<file path="config.mk">
export PLATFORM = sky130hd
export DESIGN_NAME = pixel_window_fetcher
export DESIGN_NICKNAME = d
export VERILOG_FILES = /design/src/rtl/pixel_window_fetcher.sv
export SDC_FILE = /design/constraint.sdc
export NUM_CORES = 1
export LEC_CHECK = 0
export ABC_CLOCK_PERIOD_IN_PS = 2300
export CAP_MARGIN = 20
export CORE_AREA = 2 2 85 87
export DETAILED_ROUTE_END_ITERATION = 7
export DIE_AREA = 0 0 87 89
export GPL_TIMING_DRIVEN = 0
export HOLD_SLACK_MARGIN = 0.03
export PLACE_DENSITY_LB_ADDON = 0.1
export SLEW_MARGIN = 20
export SYNTH_ARGS = -nofsm -noshare
export SYNTH_HDL_FRONTEND = slang
export SYNTH_SLANG_ARGS = --single-unit
</file>
<file path="constraint.sdc">
create_clock -name clk -period 2.3 [get_ports clk]
set_input_delay 0.46 -clock clk [delete_from_list [all_inputs] [get_ports clk]]
set_output_delay 0.46 -clock clk [all_outputs]
set_load 0.02 [all_outputs]
</file>
<file path="src/rtl/pixel_window_fetcher.sv">
// Fetches one WINDOW_COLS-wide window of an 8-pixel strip from the text pixel
// generator over its toggle interface and streams the columns out on valid/ready.
module pixel_window_fetcher #(
  parameter int WINDOW_COLS  = 17,
  parameter int PIXEL_COLS   = 128,
  parameter int PIXEL_STRIPS = 8,
  parameter int LATENCY      = 4,
  parameter int COL_SZ       = $clog2(WINDOW_COLS)
) (
  input  logic              clk,
  input  logic              reset_n,
  input  logic              start,
  input  logic [2:0]        scroll_strip,
  input  logic [6:0]        scroll_col,
  output logic              busy,
  output logic              done,
  output logic              toggle_restart,
  output logic              toggle_next,
  input  logic [7:0]        cur_pixels,
  input  logic [7:0]        cur_char,
  output logic              out_valid,
  input  logic              out_ready,
  output logic [7:0]        out_pixels,
  output logic [7:0]        out_char,
  output logic [COL_SZ-1:0] out_col,
  output logic              out_last
);

  localparam int SKIP_W = $clog2(PIXEL_COLS * PIXEL_STRIPS);
  localparam int WAIT_W = $clog2(LATENCY + 1);
  localparam logic [WAIT_W-1:0] WAIT_LAST = WAIT_W'(LATENCY);
  localparam logic [COL_SZ-1:0] COL_LAST  = COL_SZ'(WINDOW_COLS - 1);

  typedef enum logic [1:0] {IDLE, WAIT, EMIT, DONE} state_e;

  state_e              state_q, state_d;
  logic [SKIP_W-1:0]   skip_q, skip_d;
  logic [COL_SZ-1:0]   emit_q, emit_d;
  logic [WAIT_W-1:0]   wait_q, wait_d;
  logic                restart_q, restart_d;
  logic                next_q, next_d;
  logic                valid_q, valid_d;
  logic [7:0]          pixels_q, pixels_d;
  logic [7:0]          char_q, char_d;
  logic [COL_SZ-1:0]   col_q, col_d;
  logic                last_q, last_d;

  always_ff @(posedge clk or negedge reset_n) begin
    if (!reset_n) begin
      state_q   <= IDLE;
      skip_q    <= '0;
      emit_q    <= '0;
      wait_q    <= '0;
      restart_q <= 1'b0;
      next_q    <= 1'b0;
      valid_q   <= 1'b0;
      pixels_q  <= '0;
      char_q    <= '0;
      col_q     <= '0;
      last_q    <= 1'b0;
    end else begin
      state_q   <= state_d;
      skip_q    <= skip_d;
      emit_q    <= emit_d;
      wait_q    <= wait_d;
      restart_q <= restart_d;
      next_q    <= next_d;
      valid_q   <= valid_d;
      pixels_q  <= pixels_d;
      char_q    <= char_d;
      col_q     <= col_d;
      last_q    <= last_d;
    end
  end

  // Every toggle is followed by a full LATENCY+1 cycle WAIT before the generator
  // output is trusted, whether we are skipping ahead or capturing a column.
  always_comb begin
    state_d   = state_q;
    skip_d    = skip_q;
    emit_d    = emit_q;
    wait_d    = wait_q;
    restart_d = restart_q;
    next_d    = next_q;
    valid_d   = valid_q;
    pixels_d  = pixels_q;
    char_d    = char_q;
    col_d     = col_q;
    last_d    = last_q;
    unique case (state_q)
      IDLE: begin
        if (start) begin
          skip_d    = SKIP_W'(scroll_strip) * SKIP_W'(PIXEL_COLS) + SKIP_W'(scroll_col);
          emit_d    = '0;
          wait_d    = '0;
          restart_d = ~restart_q;
          state_d   = WAIT;
        end
      end
      WAIT: begin
        if (wait_q != WAIT_LAST) begin
          wait_d = wait_q + 1'b1;
        end else begin
          wait_d = '0;
          if (skip_q != '0) begin
            skip_d = skip_q - 1'b1;
            next_d = ~next_q;
          end else begin
            pixels_d = cur_pixels;
            char_d   = cur_char;
            col_d    = emit_q;
            last_d   = (emit_q == COL_LAST);
            valid_d  = 1'b1;
            state_d  = EMIT;
          end
        end
      end
      EMIT: begin
        if (out_ready) begin
          valid_d = 1'b0;
          if (last_q) begin
            state_d = DONE;
          end else begin
            emit_d  = emit_q + 1'b1;
            next_d  = ~next_q;
            wait_d  = '0;
            state_d = WAIT;
          end
        end
      end
      DONE: state_d = IDLE;
      default: state_d = IDLE;
    endcase
  end

  assign busy           = (state_q == WAIT) || (state_q == EMIT);
  assign done           = (state_q == DONE);
  assign toggle_restart = restart_q;
  assign toggle_next    = next_q;
  assign out_valid      = valid_q;
  assign out_pixels     = pixels_q;
  assign out_char       = char_q;
  assign out_col        = col_q;
  assign out_last       = last_q;

endmodule
</file>
# Word-level counts from Yosys, hierarchy flattened
# Index checks and enable logic that the tools add are counted.
# totals
ff_bits	45
latch_bits	0
ram_bits	0
rom_bits	0
input_bits	30
out_inout_bits	27
wordCells	73
n_memories	0
# op_classes
n_addsub	4
n_mul	0
div_mod_pow	0
n_lt_le_gt_ge	0
n_eq_ne	11
shifts	0
muxes	28
bitwise	4
n_reduce_logical	15
# op_table
cell	count
10-bit 2-to-1 mux	3
10-bit case mux with 2 select lines	1
4-bit AND reduction	5
5-bit 2-to-1 mux	3
3-bit 2-to-1 mux	4
2-bit != test, second input constant	6
10-bit by 7-bit adder with 10-bit output	1
2-bit 2-to-1 mux	5
5-bit case mux with 2 select lines	1
10-bit nonzero test	1
10-bit by 1-bit subtractor with 10-bit output, second input constant	1
3-bit case mux with 3 select lines	1
2-bit case mux with 4 select lines	1
1-bit 2-to-1 mux	7
2-bit nonzero test	3
5-bit by 1-bit adder with 5-bit output, second input constant	1
5-bit == test, second input constant	1
5-bit AND reduction	1
2-bit == test, second input constant	2
1-bit NOT	4
1-bit case mux with 2 select lines	2
3-bit by 1-bit adder with 3-bit output, second input constant	1
3-bit != test, second input constant	1
3-bit AND reduction	1
5 further kinds	5

# Logic depth before layout (Yosys ltp)
# logic_depth
word_depth	4
mapped_depth	8

# Worst setup path before layout
# OpenSTA, ideal clock, no wires.
# synth_path
path_type	reg-to-reg
from	register skip_q[0]
to	register char_q[7] (netlist: out_char[7])
arrival_ns	2.113
t_required_ns	2.175
path_slack_ns	0.063
stages_incl_launch_ff	8
n_path_buf	2
synth_period_minus_slack_ns	2.237
path_cell_list	dfrtp_1 inv_1 ha_1 or4b_4 buf_6 nor4_4 buf_4 mux2_2
# synth_via
elab_chain_len	3
# synth_lines
item	line	rtl
start: declaration	37	logic [SKIP_W-1:0] skip_q, skip_d;
start signal: assignment	63	skip_q <= skip_d;
10-bit nonzero test	105	if (skip_q != '0) begin
1-bit NOT (no source line)	-	
3-bit AND reduction (no source line)	-	
end signal: assignment	70	char_q <= char_d;
end: declaration	44	logic [7:0] char_q, char_d;
# No other way between the ends.
# A chain may end at the register's enable or synchronous reset.

# Final worst setup path
# layout_path
from	register skip_q[0]
to	register valid_q (netlist: out_valid)
# layout_via
elab_chain_len	3
# layout_lines
item	line	rtl
10-bit nonzero test	105	
2-bit != test (no source line)	-	
4-bit AND reduction (no source line)	-	
end signal: assignment	68	valid_q <= valid_d;
end: declaration	42	logic valid_q, valid_d;
# No other way between the ends.

==> results.sh <==
export IMPL_synthDistinctLibCells=49
export IMPL_place_congestion=0.803
export IMPL_register_area_um2=1130
export IMPL_status="finished, final reports clean"
export IMPL_drive_above_1_share=0.201
export IMPL_synthCells=215
export IMPL_ant_nets=0
export IMPL_end_kind="flop"
export IMPL_grt_max_degree=28
export IMPL_synthArstFlopShare=1.00
export IMPL_use_met2=0.239
export IMPL_slew_violations=0
export IMPL_syn_avg_cell_area_um2=10.9
export IMPL_dieHeight_um=89
export IMPL_period_minus_slack_ps=2240
export IMPL_worstPathMaxFanout=4
export IMPL_cts_tree="yes"
export IMPL_power_leakage_nw=1.43
export IMPL_synth_flop_cell="dfrtp_1"
export IMPL_holdWs_ps=105
export IMPL_path_buf_inv=1
export IMPL_yosysWarningCount=0
export IMPL_vias=1906
export IMPL_cts_made_buffers=5
export IMPL_finClkSkew_ps=4.52
export IMPL_crit_required_ps=2500
export IMPL_clk_path_buf_depth=2
export IMPL_post_place_ws_ps=-189
export IMPL_area_growth_pct=38.7
export IMPL_worst_pin_slew_ps=621
export IMPL_antenna_found_initial=0
export IMPL_crit_slowest_cell="or4_4"
export IMPL_crit_path_cell_trace="inv_2 -> ha_2 -> or4b_4 -> or4_4 -> mux2i_1 -> a22o_1"
export IMPL_ys_ff_latch=45
export IMPL_ioPinCount=57
export IMPL_stdcell_count=368
export IMPL_grt_use_met1=0.198
export IMPL_viasPerCell=5.18
export IMPL_max_cap_viol_count=0
export IMPL_startpoint_type="flop"
export IMPL_post_route_period_util=0.974
export IMPL_drt_pass1_iterations=4
export IMPL_dr_first_iter_drc_count=52
export IMPL_cts_sinks=45
export IMPL_coreArea_um2=6720
export IMPL_synth_area_um2=2350
export IMPL_fp_row_count=30
export IMPL_routedWlPerCell_um=15.2
export IMPL_synthesis_nets=255
export IMPL_setup_viol=0
export IMPL_grt_util_all_layers=0.147
export IMPL_worstSetupPathType="reg2reg"
export IMPL_diodes=0
export IMPL_dp_cells=352
export IMPL_clk_pin_slew_ps=90
export IMPL_vdd_drop_max_v=0.000401
export IMPL_synth_edf_count=0
export IMPL_grt_busiest_layer="met2"
export IMPL_grt_overflow_total=0
export IMPL_grt_use_met3=0.0351
export IMPL_max_slew_margin=0.584
export IMPL_route_detailed_drc=0
export IMPL_layout_setup_ws_ps=59.4
export IMPL_io_buffers=56
export IMPL_synth_seq_area_share=0.479
export IMPL_insertion_delay_ps=300
export IMPL_routed_wl_um=5590
export IMPL_initial_core_util=0.350
export IMPL_dp_hpwl_um=3900
export IMPL_grt_first_pass_wirelength_um=8760
export IMPL_hold_viol_final=0
export IMPL_num_fill_cells=638
export IMPL_multiInputGateArea_um2=1140
export IMPL_fmax_mhz=446
export IMPL_htreeDepth=2
export IMPL_p_per_area_nw_per_um2=983
export IMPL_cp_data_arrival_time_ps=2440
export IMPL_hold_path_class="in2async"
export IMPL_grt_pass1_vias=1752
export IMPL_die_area_um2=7740
export IMPL_cp_top_family="simple AND/OR/NAND/NOR gates"
export IMPL_nets=327
export IMPL_dieWidth_um=87
export IMPL_critPathMaxStageDelay_ps=580
export IMPL_root_buffer="clkbuf_8"
[cell type report]
| cell class | count | area share |
|---|---|---|
| plain buffers | 8 | 0.0173 |
| clock buffers | 6 | 0.0223 |
| clock inverters | 2 | 0.0119 |
| inverters | 12 | 0.0146 |
| multi-input cells | 149 | 0.350 |
| flip-flops and latches | 45 | 0.346 |
| well taps | 80 | 0.0307 |
| repair buffers | 66 | 0.207 |
[per-stage QoR]
stage	power, mW	setup TNS, ps	area (µm²)	utilization
floorplan	2.11	0	2350	-
global placement	2.53	-32500	3010	0.448
detailed placement	2.55	-4130	3020	0.450
CTS	3.20	0	3230	0.480
global route	3.47	-37.7	3260	0.485
finish	3.20	0	3260	0.485
[placed cells by master, fill, tap and decap left out, drive strengths merged, types with 4 or more instances in the layout]
cell type / instances
a21oi: 7
a22o: 4
buf: 13
clkbuf: 11
clkdlybuf4s50: 55
dfrtp: 45
ha: 10
inv: 12
mux2: 21
nand2: 18
nand2b: 6
nand3: 9
nor2: 7
o21ai: 17
or4: 6
[path summary, 6_finish.rpt]
check | from | endpoint | slack, ps | depth (start not counted)
setup / recovery | skip_q[0] | out_valid | 60 | 6
hold / removal | reset_n | skip_q[1] | 100 | 1
setup reg to reg | skip_q[0] | out_valid | 60 | 6
hold reg to reg | toggle_next | toggle_next | 480 | 1
max in group asynchronous | reset_n | emit_q[1] | 1690 | 2
min in group clk | toggle_next | toggle_next | 480 | 1
[worst register-to-register path: cells and delay by family (launching register included)]
kind,cells,cell delay [ps]
AND/OR/NAND/NOR,2,1090
flip-flops,1,400
AO/OA/AOI/OAI,1,250
adder cells (fa/ha/maj),1,180
multiplexers,1,150
buffers and inverters,1,70
[layer usage]
layer | part of all wire | wire length [µm]
met5 | 0 | 0
met4 | 0.012 | 65
met3 | 0.034 | 188
met2 | 0.49 | 2720
met1 | 0.47 | 2610
[registers in the layout, summed over array words and instances (netlist names)]
signal          cells
out_last            1
emit_q              5
toggle_next         1
wait_q              3
state_q             2
out_col             5
out_valid           1
toggle_restart      1
out_pixels          8
skip_q             10
out_char            8
[power breakdown]
part	switching (mW)	internal [mW]	total, mW	leakage, nW
clock	0.281	0.326	0.608	0.0554
sequential	0.168	0.964	1.13	0.600
combinational	0.828	0.636	1.46	0.776
[kinds of logic after synthesis]
family,after synthesis,share of synthesized area
xor gates and xnor gates,2,0.00746
buffers and inverters,21,0.0405
muxes,24,0.113
DFF,45,0.479
adders and majority gates,10,0.0533
AOI/OAI and AO/OA,50,0.153
and+or+nand+nor,63,0.153
[repair_timing]
action | 4_1_cts | 5_1_grt
hold buffers | 0 | 0
setup endpoints to repair | 29 | 16
setup buffers | 5 | 2
cloned | 2 | 0
pin swaps | 1 | 3
gates resized for setup | 10 | 7
[synthesized netlist by cell type (all sizes together) (2+ instances only)]
library cell	n	area, µm²
o31ai	3	22.5
ha	10	125
a22oi	3	22.5
mux2i	3	30.0
nand4	3	18.8
and2	2	12.5
nand2	18	67.6
nor2b	2	12.5
a2bb2oi	2	23.8
o211a	2	20.0
nor2	7	26.3
buf	5	35.0
clkbuf	4	15.0
a32oi	2	17.5
a22o	4	35.0
a21oi	7	38.8
or4	6	52.6
mux2	21	236
o21ai	17	85.1
nor3	3	15.0
nand3	9	45.0
o211ai	2	15.0
nand2b	6	37.5
dfrtp	45	1130
nor4	2	27.5
inv	11	41.3
No activity file was read; power rests on OpenSTA's default activity.
